===== config.mk =====
export PLATFORM = sky130hd
export DESIGN_NAME = secded_counter
export DESIGN_NICKNAME = d
export VERILOG_FILES = /design/src/rtl/secded_counter.sv
export SDC_FILE = /design/constraint.sdc
export NUM_CORES = 1
export LEC_CHECK = 0
export CORE_MARGIN = 2
export CORE_UTILIZATION = 55
export DETAILED_ROUTE_END_ITERATION = 7
export HOLD_SLACK_MARGIN = 0.06
export PLACE_DENSITY = 0.78
export SYNTH_ARGS = -nofsm -noshare
export SYNTH_HDL_FRONTEND = slang
export SYNTH_SLANG_ARGS = --single-unit

===== constraint.sdc =====
create_clock -name clk -period 8.4 [get_ports clk]
set_input_delay 1.68 -clock clk [delete_from_list [all_inputs] [get_ports clk]]
set_output_delay 1.68 -clock clk [all_outputs]
set_load 0.02 [all_outputs]

===== src/rtl/secded_counter.sv =====
// Up/down counter whose state lives in a SEC-DED Hamming codeword; single upsets are
// corrected on the fly and scrubbed, double upsets freeze the counter until a load.
module secded_counter #(
    parameter int WIDTH         = 16,
    parameter int ERR_CNT_W     = 8,
    parameter int SCRUB_ON_IDLE = 1
) (
    input  logic                 clk,
    input  logic                 reset,
    input  logic                 enable,
    input  logic                 up_down,
    input  logic                 load,
    input  logic [WIDTH-1:0]     load_value,
    input  logic                 clear_err,
    output logic [WIDTH-1:0]     count,
    output logic                 sec_err,
    output logic                 ded_err,
    output logic [ERR_CNT_W-1:0] err_count,
    output logic                 wrap
);

    function automatic int calc_parity_bits(input int w);
        int p;
        p = 0;
        for (int k = 1; k < 31; k++) begin
            if (p == 0 && (1 << k) >= w + k + 1) p = k;
        end
        return p;
    endfunction

    localparam int P  = calc_parity_bits(WIDTH);
    localparam int N  = WIDTH + P;
    localparam int CW = N + 1;

    localparam logic [WIDTH-1:0]     ONE      = WIDTH'(1);
    localparam logic [WIDTH-1:0]     ALL_ONES = {WIDTH{1'b1}};
    localparam logic [ERR_CNT_W-1:0] ERR_ONE  = ERR_CNT_W'(1);
    localparam logic [ERR_CNT_W-1:0] ERR_MAX  = {ERR_CNT_W{1'b1}};

    // Hamming position (1-based) of data bit k: the k-th non-power-of-two position.
    function automatic int data_pos(input int k);
        int seen;
        int result;
        seen   = 0;
        result = 0;
        for (int pos = 1; pos <= N; pos++) begin
            if ((pos & (pos - 1)) != 0) begin
                if (seen == k) result = pos;
                seen++;
            end
        end
        return result;
    endfunction

    function automatic logic [CW-1:0] encode(input logic [WIDTH-1:0] data);
        logic [CW-1:0] code;
        logic          par;
        code = '0;
        for (int k = 0; k < WIDTH; k++) begin
            code[data_pos(k) - 1] = data[k];
        end
        for (int i = 0; i < P; i++) begin
            par = 1'b0;
            for (int pos = 1; pos <= N; pos++) begin
                if (pos[i]) par = par ^ code[pos - 1];
            end
            code[(1 << i) - 1] = par;
        end
        code[CW-1] = ^code[N-1:0];
        return code;
    endfunction

    logic [CW-1:0]        code_reg_q, code_reg_d;
    logic                 sec_err_q, sec_err_d;
    logic                 ded_err_q, ded_err_d;
    logic [ERR_CNT_W-1:0] err_count_q, err_count_d;
    logic                 wrap_q, wrap_d;

    logic [P-1:0]         syndrome;
    logic                 overall;
    logic                 in_range;
    logic [CW-1:0]        corrected;
    logic                 sec_det;
    logic                 ded_det;
    logic [WIDTH-1:0]     count_step;

    // An odd overall parity whose syndrome points past the last position cannot be a
    // single upset, so it is treated as uncorrectable rather than silently ignored.
    always_comb begin
        syndrome = '0;
        for (int i = 0; i < P; i++) begin
            for (int pos = 1; pos <= N; pos++) begin
                if (pos[i]) syndrome[i] = syndrome[i] ^ code_reg_q[pos - 1];
            end
        end
        overall   = ^code_reg_q;
        in_range  = (syndrome != '0) && (int'(syndrome) <= N);
        corrected = code_reg_q;
        for (int pos = 1; pos <= N; pos++) begin
            if (overall && syndrome == pos[P-1:0]) corrected[pos - 1] = ~code_reg_q[pos - 1];
        end
        sec_det = overall && ((syndrome == '0) || in_range);
        ded_det = (!overall && syndrome != '0) || (overall && syndrome != '0 && !in_range);
        count   = '0;
        for (int k = 0; k < WIDTH; k++) begin
            count[k] = corrected[data_pos(k) - 1];
        end
    end

    always_comb begin
        code_reg_d  = code_reg_q;
        sec_err_d   = sec_det;
        ded_err_d   = ded_err_q;
        err_count_d = err_count_q;
        wrap_d      = 1'b0;
        count_step  = up_down ? count + ONE : count - ONE;

        if (clear_err) begin
            ded_err_d   = 1'b0;
            err_count_d = '0;
        end
        if (ded_det) ded_err_d = 1'b1;
        if (sec_det) begin
            if (clear_err) err_count_d = ERR_ONE;
            else if (err_count_q != ERR_MAX) err_count_d = err_count_q + ERR_ONE;
        end

        if (load) begin
            code_reg_d = encode(load_value);
        end else if (ded_det) begin
            code_reg_d = code_reg_q;
        end else if (enable) begin
            code_reg_d = encode(count_step);
            wrap_d     = up_down ? (count == ALL_ONES) : (count == '0);
        end else if (sec_det && SCRUB_ON_IDLE != 0) begin
            code_reg_d = encode(count);
        end
    end

    always_ff @(posedge clk) begin
        if (reset) begin
            code_reg_q  <= encode('0);
            sec_err_q   <= 1'b0;
            ded_err_q   <= 1'b0;
            err_count_q <= '0;
            wrap_q      <= 1'b0;
        end else begin
            code_reg_q  <= code_reg_d;
            sec_err_q   <= sec_err_d;
            ded_err_q   <= ded_err_d;
            err_count_q <= err_count_d;
            wrap_q      <= wrap_d;
        end
    end

    assign sec_err   = sec_err_q;
    assign ded_err   = ded_err_q;
    assign err_count = err_count_q;
    assign wrap      = wrap_q;

endmodule


# After elaboration in Yosys (flattened, before gate mapping)
# Cells that the tools add are included.
# classes
n_lt_le_gt_ge,97
n_eq_ne,694
reduce_logical,129
n_bitwise,180
addsub,93
n_mux,1497
# op_table
op,n
two-way mux 32 bit,880
== test 32 x 5 -> 1 bit (second input constant),360
== test 32 x 4 -> 1 bit (second input constant),180
== test 32 x 3 -> 1 bit (second input constant),90
greater-or-equal comparator 32 x 1 -> 1 bit (second input constant),48
< comparator 32 x 7 -> 1 bit (second input constant),48
subtractor 32 x 2 -> 32 bit (second input constant),48
== test 32 x 2 -> 1 bit (second input constant),45
logical NOT 32 bit,45
adder 32 x 2 -> 32 bit (second input constant),42
bitwise mux 22 bit,45
two-way mux 1 bit,427
demux 1 bit (select 5 bit),48
two-way mux 3 bit,62
XOR 1 bit,160
two-way mux 4 bit,24
two-way mux 22 bit,4
logical AND 1 bit,69
AND 22 bit,3
XOR reduction 21 bit,3
== test 5 x 4 -> 1 bit (second input constant),7
two-way mux 8 bit,4
== test 5 bit (second input constant),5
XOR reduction 22 bit,1
other kinds (21),42
# word_totals
output_inout_bits,27
ff_bits,33
in_bits,22
word_cells,2695

# Depth between registers and ports, before layout
# logic_depth
ltp_word,174
ltp_mapped,25
ltp_nobuf,23

# Worst setup path after synthesis
# No wires, ideal clock.
# synth_timing
path_type,flip-flop to flip-flop
startpoint,register code_reg_q[8]
endpoint,register code_reg_q[21]
setup_ps,117
setup_slack_ps,2491
stages_incl_launch_ff,24
synth_period_minus_slack_ps,5909
t_arrival_ps,5792
path_cell_list,dfxtp_1 xor2_1 xnor3_2 xnor2_4 mux2_2 nor2_1 nand2_1 xor2_1 inv_1 ha_1 a211o_1 a2111oi_0 o31a_1 o211ai_1 xnor3_1 xnor2_1 a2111oi_0 nor4bb_1 xnor2_1 xnor2_1 xnor2_1 xnor3_1 nand2b_1 a22o_1
# synth_via
word_cells_on_any_way,515
# synth_rtl
item,line,rtl
from (decl),73,"logic [CW-1:0] code_reg_q, code_reg_d;"
from (signal assigned),142,code_reg_q <= encode('0);
from (signal assigned),148,code_reg_q <= code_reg_d;
XOR 1 bit (7 in series),93,if (pos[i]) syndrome[i] = syndrome[i] ^ code_reg_q[pos - 1];
== test 5 x 3 -> 1 bit,100,if (overall && syndrome == pos[P-1:0]) corrected[pos - 1] = ~code_reg_q[pos - 1];
logical AND 1 bit (*),100,
two-way mux 1 bit (*),100,
named net count[2],15,"output logic [WIDTH-1:0] count,"
bitwise mux 22 bit (14 in series),60,code[data_pos(k) - 1] = data[k];
two-way mux 1 bit,135,end else if (sec_det && SCRUB_ON_IDLE != 0) begin
two-way mux 1 bit,132,end else if (enable) begin
[49 not listed],-,
two-way mux 1 bit,132,
two-way mux 1 bit,130,end else if (ded_det) begin
two-way mux 1 bit,128,if (load) begin
XOR reduction 21 bit,69,code[CW-1] = ^code[N-1:0];
two-way mux 22 bit,135,
two-way mux 22 bit (*),132,
two-way mux 22 bit (*),130,
two-way mux 22 bit (*),128,
# The timed path passes the listed nets; every way through them passes the cells marked *. The select of a mux whose other input is x is not followed.
# A chain may end at the register's enable or synchronous reset.

# Final worst setup path
# layout_timing
startpoint,register code_reg_q[12]
endpoint,register code_reg_q[21]
# layout_via
elab_chain_cells,83
word_cells_on_any_way,514
# layout_lines
item,line
XOR 1 bit (5 in series),93
== test 5 x 2 -> 1 bit,100
logical AND 1 bit,100
two-way mux 1 bit,100
AND 22 bit (no source line),-
bitwise mux 22 bit (15 in series),60
two-way mux 1 bit,135
two-way mux 1 bit,132
[49 not listed],-
two-way mux 1 bit,132
two-way mux 1 bit,130
two-way mux 1 bit,128
XOR reduction 21 bit,69
two-way mux 22 bit,135
two-way mux 22 bit,132
two-way mux 22 bit,130
two-way mux 22 bit,128
# Parallel ways exist; a longest one is shown, timed or not. The select of a mux whose other input is x is not followed.

==> impl_metrics.xml <==
<?xml version="1.0" encoding="UTF-8"?>
<metrics>
  <group name="sta">
    <metric name="grt_setup_unrepaired" unit="">false</metric>
    <metric name="period_minus_slack" unit="ns">6.58</metric>
    <metric name="finalMaxSlewViolations" unit="">0</metric>
    <metric name="maxSlewHeadroom" unit="%">32.2</metric>
    <metric name="timing.fmax" unit="MHz">152</metric>
    <metric name="fin_tns_setup" unit="ns">0</metric>
    <metric name="timing_hold_violations_final" unit="">0</metric>
    <metric name="final.setup_skew" unit="ns">0.00382</metric>
    <metric name="slew_at_the_pin_with_the_worst_max_slew_slack" unit="ns">1.01</metric>
    <metric name="period_share" unit="%">78.3</metric>
    <metric name="setup_violations" unit="">0</metric>
  </group>
  <group name="clock_network">
    <metric name="tritoncts_num_sinks" unit="">33</metric>
    <metric name="cts.repair_timing.setup_buffer_count" unit="">0</metric>
    <metric name="cts_repair_resize_count" unit="">0</metric>
    <metric name="tritoncts" unit="">yes</metric>
    <metric name="cts-root-to-sink-buffers" unit="">2</metric>
    <metric name="clock_tree.htree_level_count" unit="">2</metric>
    <metric name="cts.root.buffer_cell" unit="">sky130_fd_sc_hd__clkbuf_8</metric>
    <metric name="clk_latency" unit="ns">0.28</metric>
    <metric name="holdBufCountCts" unit="">0</metric>
    <metric name="clkSlewWorstSetupHoldPaths" unit="ns">0.07</metric>
    <metric name="numCtsBuffers" unit="">5</metric>
  </group>
  <group name="setup_path">
    <metric name="timing.critical_path.from_type" unit="">register</metric>
    <metric name="timing.critical_path.mode_cell" unit="">sky130_fd_sc_hd__xnor2_1</metric>
    <metric name="critPathCaptureType" unit="">register</metric>
    <metric name="worstPathCellList" unit="">xnor3_1, xor2_2, xnor3_1, nand2_1, nor2_1, nand2_1, xnor2_1, fa_1, a211o_1, a2111oi_0, o31a_1, o211ai_1, xnor3_1, xnor2_1, a2111oi_0, nor4bb_1, xnor2_1, xnor2_1, xnor2_1, xnor3_1, nand2b_1, a22o_1</metric>
    <metric name="worst_ep_required_time" unit="ns">8.58</metric>
    <metric name="worst_ep_arrival_time" unit="ns">6.76</metric>
    <metric name="crit_path_max_incr_delay" unit="ns">0.71</metric>
    <metric name="slowest_stage" unit="">sky130_fd_sc_hd__xnor2_1</metric>
    <metric name="timing_worst_setup_path_type" unit="">reg -&gt; reg</metric>
    <metric name="worst-path-max-fanout" unit="">12</metric>
  </group>
  <group name="routing">
    <metric name="drt-wirelength-per-cell" unit="um">18.5</metric>
    <metric name="vias_per_inst" unit="">6.01</metric>
    <metric name="drt-pass1-iter-count" unit="">6</metric>
    <metric name="routed-wl-met3" unit="um">1010</metric>
    <metric name="drc" unit="">0</metric>
    <metric name="sum_of_routed_wire_segments_on_met1" unit="um">5600</metric>
    <metric name="drtIter0Drc" unit="">497</metric>
    <metric name="vias" unit="">4308</metric>
    <metric name="route.met2.wl" unit="um">6190</metric>
    <metric name="drt.antenna.violating_nets" unit="">0</metric>
    <metric name="routed_wirelength" unit="um">13300</metric>
    <metric name="uppermost_layer_routed" unit="">met4</metric>
  </group>
  <group name="logic_synthesis">
    <metric name="postSynthAreaPerCell" unit="um2">8.27</metric>
    <metric name="synthesis.instances" unit="">577</metric>
    <metric name="synth_mux_area_share" unit="%">3.04</metric>
    <metric name="synth_seq_area_share" unit="%">13.8</metric>
    <metric name="cell_area_after_technology_mapping" unit="um2">4770</metric>
    <metric name="synth_cell_types" unit="">67</metric>
    <metric name="post_synth_and_or_nand_nor_area_fraction" unit="%">18.0</metric>
    <metric name="synth_top_family_by_area" unit="">XOR/XNOR gates</metric>
    <metric name="complex_gate_fraction_of_the_synthesized_area" unit="%">16.7</metric>
    <metric name="synth-seq-cells" unit="">33</metric>
    <metric name="predominant_post_synthesis_flop_cell" unit="">sky130_fd_sc_hd__dfxtp_1</metric>
    <metric name="synthesis.yosys.warnings" unit="">0</metric>
    <metric name="synth-edff-count" unit="">0</metric>
    <metric name="xor_xnor_fraction_of_synth_area" unit="%">36.7</metric>
    <metric name="synth_nets" unit="">623</metric>
    <metric name="synth_async_sr_flop_share" unit="%">0</metric>
    <metric name="synthesized_area_fraction_occupied_by_adder_cells" unit="%">6.45</metric>
  </group>
  <group name="floorplanning">
    <metric name="die_width" unit="um">97.1</metric>
    <metric name="design.portCount" unit="">49</metric>
    <metric name="dieArea" unit="um2">9440</metric>
    <metric name="placement_rows" unit="">33</metric>
    <metric name="start_util" unit="%">57.5</metric>
    <metric name="core_area" unit="um2">8300</metric>
    <metric name="die_h" unit="um">97.1</metric>
  </group>
  <group name="placed_design">
    <metric name="place_inst" unit="">709</metric>
    <metric name="portBuffers" unit="">48</metric>
    <metric name="placer_s_final_routability_congestion_estimate" unit="">0.910</metric>
    <metric name="detailedPlacementHpwl" unit="um">10600</metric>
    <metric name="dpl-instance-area" unit="um2">5270</metric>
  </group>
  <group name="global_route">
    <metric name="number_of_global_route_vias_before_repair" unit="">4235</metric>
    <metric name="grt_remaining_overflow" unit="">0</metric>
    <metric name="gr-usage-all-layers" unit="%">28.1</metric>
    <metric name="grt_start_max_net_pins" unit="">37</metric>
    <metric name="grt_pass1_wl" unit="um">21400</metric>
    <metric name="number_of_antenna_violations_at_the_first_check_in_global_routing" unit="">0</metric>
  </group>
  <group name="cells_and_area">
    <metric name="filler_cell_count" unit="">723</metric>
    <metric name="drive_above_1_share" unit="%">7.35</metric>
    <metric name="area.sequential" unit="um2">661</metric>
    <metric name="post_layout_net_count" unit="">657</metric>
    <metric name="design_area" unit="um2">5350</metric>
    <metric name="area_growth" unit="%">12.1</metric>
    <metric name="multi_input_comb_area" unit="um2">3860</metric>
    <metric name="finalNonFillerCells" unit="">717</metric>
    <metric name="antenna_cells_inserted" unit="">0</metric>
  </group>
  <group name="status">
    <metric name="run_status" unit="">finished, final reports clean</metric>
  </group>
  <group name="job">
    <metric name="max-cap-violations" unit="">0</metric>
  </group>
  <group name="hold_path">
    <metric name="worstHoldPathType" unit="">reg -&gt; reg</metric>
  </group>
</metrics>
==> cell families (layout without fill, tap and decap cells) <==
kind of cell               after synthesis  count (layout)
xor gates and xnor gates               156             156
and+or+nand+nor                        179             179
buffers and inverters                   50              85
adders and majority gates               24              24
DFF                                     33              33
AOI/OAI and AO/OA                      121             121
muxes                                   14              14
==> stage by stage <==
| stage | hold WS, ns | util (%) | setup WS, ns |
|---|---|---|---|
| 2_1_floorplan | 0.447 | - | 2.49 |
| 5_1_grt | 0.544 | 64.5 | 1.38 |
| 4_1_cts | 0.504 | 64.5 | 1.83 |
| 3_5_place_dp | 0.483 | 63.5 | 1.81 |
| 6_report | 0.504 | 64.5 | 1.82 |
| 3_3_place_gp | 0.478 | 63.5 | 2.01 |
==> routing by layer <==
layer  GRT usage [%]  vias up
li1                -     2062
met1            37.7     2023
met2            46.0      180
met3            4.39       43
met4            9.97        0
met5               0        -
==> path summary, 6_finish.rpt <==
check | slack, ns | from | cells after the start | to
worst max register to register | 1.82 | code_reg_q[12] | 22 | code_reg_q[21]
worst min-delay path | 0.50 | ded_err | 2 | ded_err
worst min register to register | 0.50 | ded_err | 2 | ded_err
worst max-delay path | 1.82 | code_reg_q[12] | 22 | code_reg_q[21]
==> flip-flops by register name, indices dropped and copies added (netlist names) <==
register    flops
code_reg_q     22
ded_err         1
err_count       8
sec_err         1
wrap            1
==> worst max-delay path: cells and delay by family, from the launching register on <==
kind	cells	cell delay, ns
simple gates	5	0.85
flops	1	0.57
xor+xnor	10	3.38
fa+ha+maj	1	0.39
compound gates	6	1.29
==> synthesized netlist by cell type, drive strengths merged, types with 3 or more instances <==
| cell type | n | share of area (%) |
|---|---|---|
| o21ai | 18 | 2.0 |
| mux2i | 10 | 2.1 |
| and2 | 6 | 0.84 |
| a211oi | 13 | 2.0 |
| dfxtp | 33 | 14 |
| buf | 5 | 0.71 |
| nor2b | 3 | 0.39 |
| nor3 | 19 | 2.2 |
| o211ai | 9 | 1.4 |
| xor3 | 4 | 2.0 |
| a21oi | 46 | 4.8 |
| inv | 21 | 1.7 |
| nand3 | 5 | 0.52 |
| clkbuf | 22 | 2.6 |
| or2 | 3 | 0.45 |
| or3 | 3 | 0.39 |
| a31oi | 6 | 1.1 |
| a21o | 10 | 1.6 |
| nand2 | 42 | 3.3 |
| mux2 | 4 | 0.94 |
| nor2 | 65 | 5.2 |
| xnor3 | 15 | 7.1 |
| a2111oi | 4 | 0.73 |
| nor4 | 3 | 0.39 |
| nand2b | 6 | 0.79 |
| xnor2 | 106 | 21 |
| and3 | 7 | 0.97 |
| nand4 | 8 | 1.0 |
| xor2 | 31 | 6.4 |
| ha | 23 | 6.0 |
| nor3b | 3 | 0.47 |
==> placed cells by master (no fill, tap or decap), types with 4 or more instances in the layout <==
master	synthesis	final
sky130_fd_sc_hd__nor2_1	64	64
sky130_fd_sc_hd__mux2_2	4	4
sky130_fd_sc_hd__xor2_1	28	28
sky130_fd_sc_hd__dfxtp_1	33	33
sky130_fd_sc_hd__clkdlybuf4s50_1	0	48
sky130_fd_sc_hd__and2_1	5	5
sky130_fd_sc_hd__nand2b_1	6	6
sky130_fd_sc_hd__nand2_1	42	42
sky130_fd_sc_hd__xnor2_2	6	6
sky130_fd_sc_hd__a211oi_1	13	13
sky130_fd_sc_hd__a21o_1	10	10
sky130_fd_sc_hd__and3_1	5	5
sky130_fd_sc_hd__buf_4	1	6
sky130_fd_sc_hd__xnor3_1	13	13
sky130_fd_sc_hd__nand3_1	5	5
sky130_fd_sc_hd__nand4_1	8	8
sky130_fd_sc_hd__clkbuf_8	4	5
sky130_fd_sc_hd__mux2i_1	10	10
sky130_fd_sc_hd__a31oi_1	5	5
sky130_fd_sc_hd__ha_1	23	23
sky130_fd_sc_hd__o21ai_0	16	16
sky130_fd_sc_hd__nor3_1	17	17
sky130_fd_sc_hd__a21oi_1	46	46
sky130_fd_sc_hd__xnor2_1	98	98
sky130_fd_sc_hd__a2111oi_0	4	4
sky130_fd_sc_hd__inv_1	21	21
sky130_fd_sc_hd__o211ai_1	9	9
==> layout make-up <==
cell class	count	area share [%]
Clock buffer	6	1.36
Clock inverter	2	0.187
Inverter	23	1.61
Multi-Input combinational cell	494	72.2
Sequential cell	33	12.3
Tap cell	105	2.46
Timing Repair Buffer	54	9.82
Power is not shown: default switching activity piles up to over one toggle a cycle in this logic, so the estimate is an artifact.
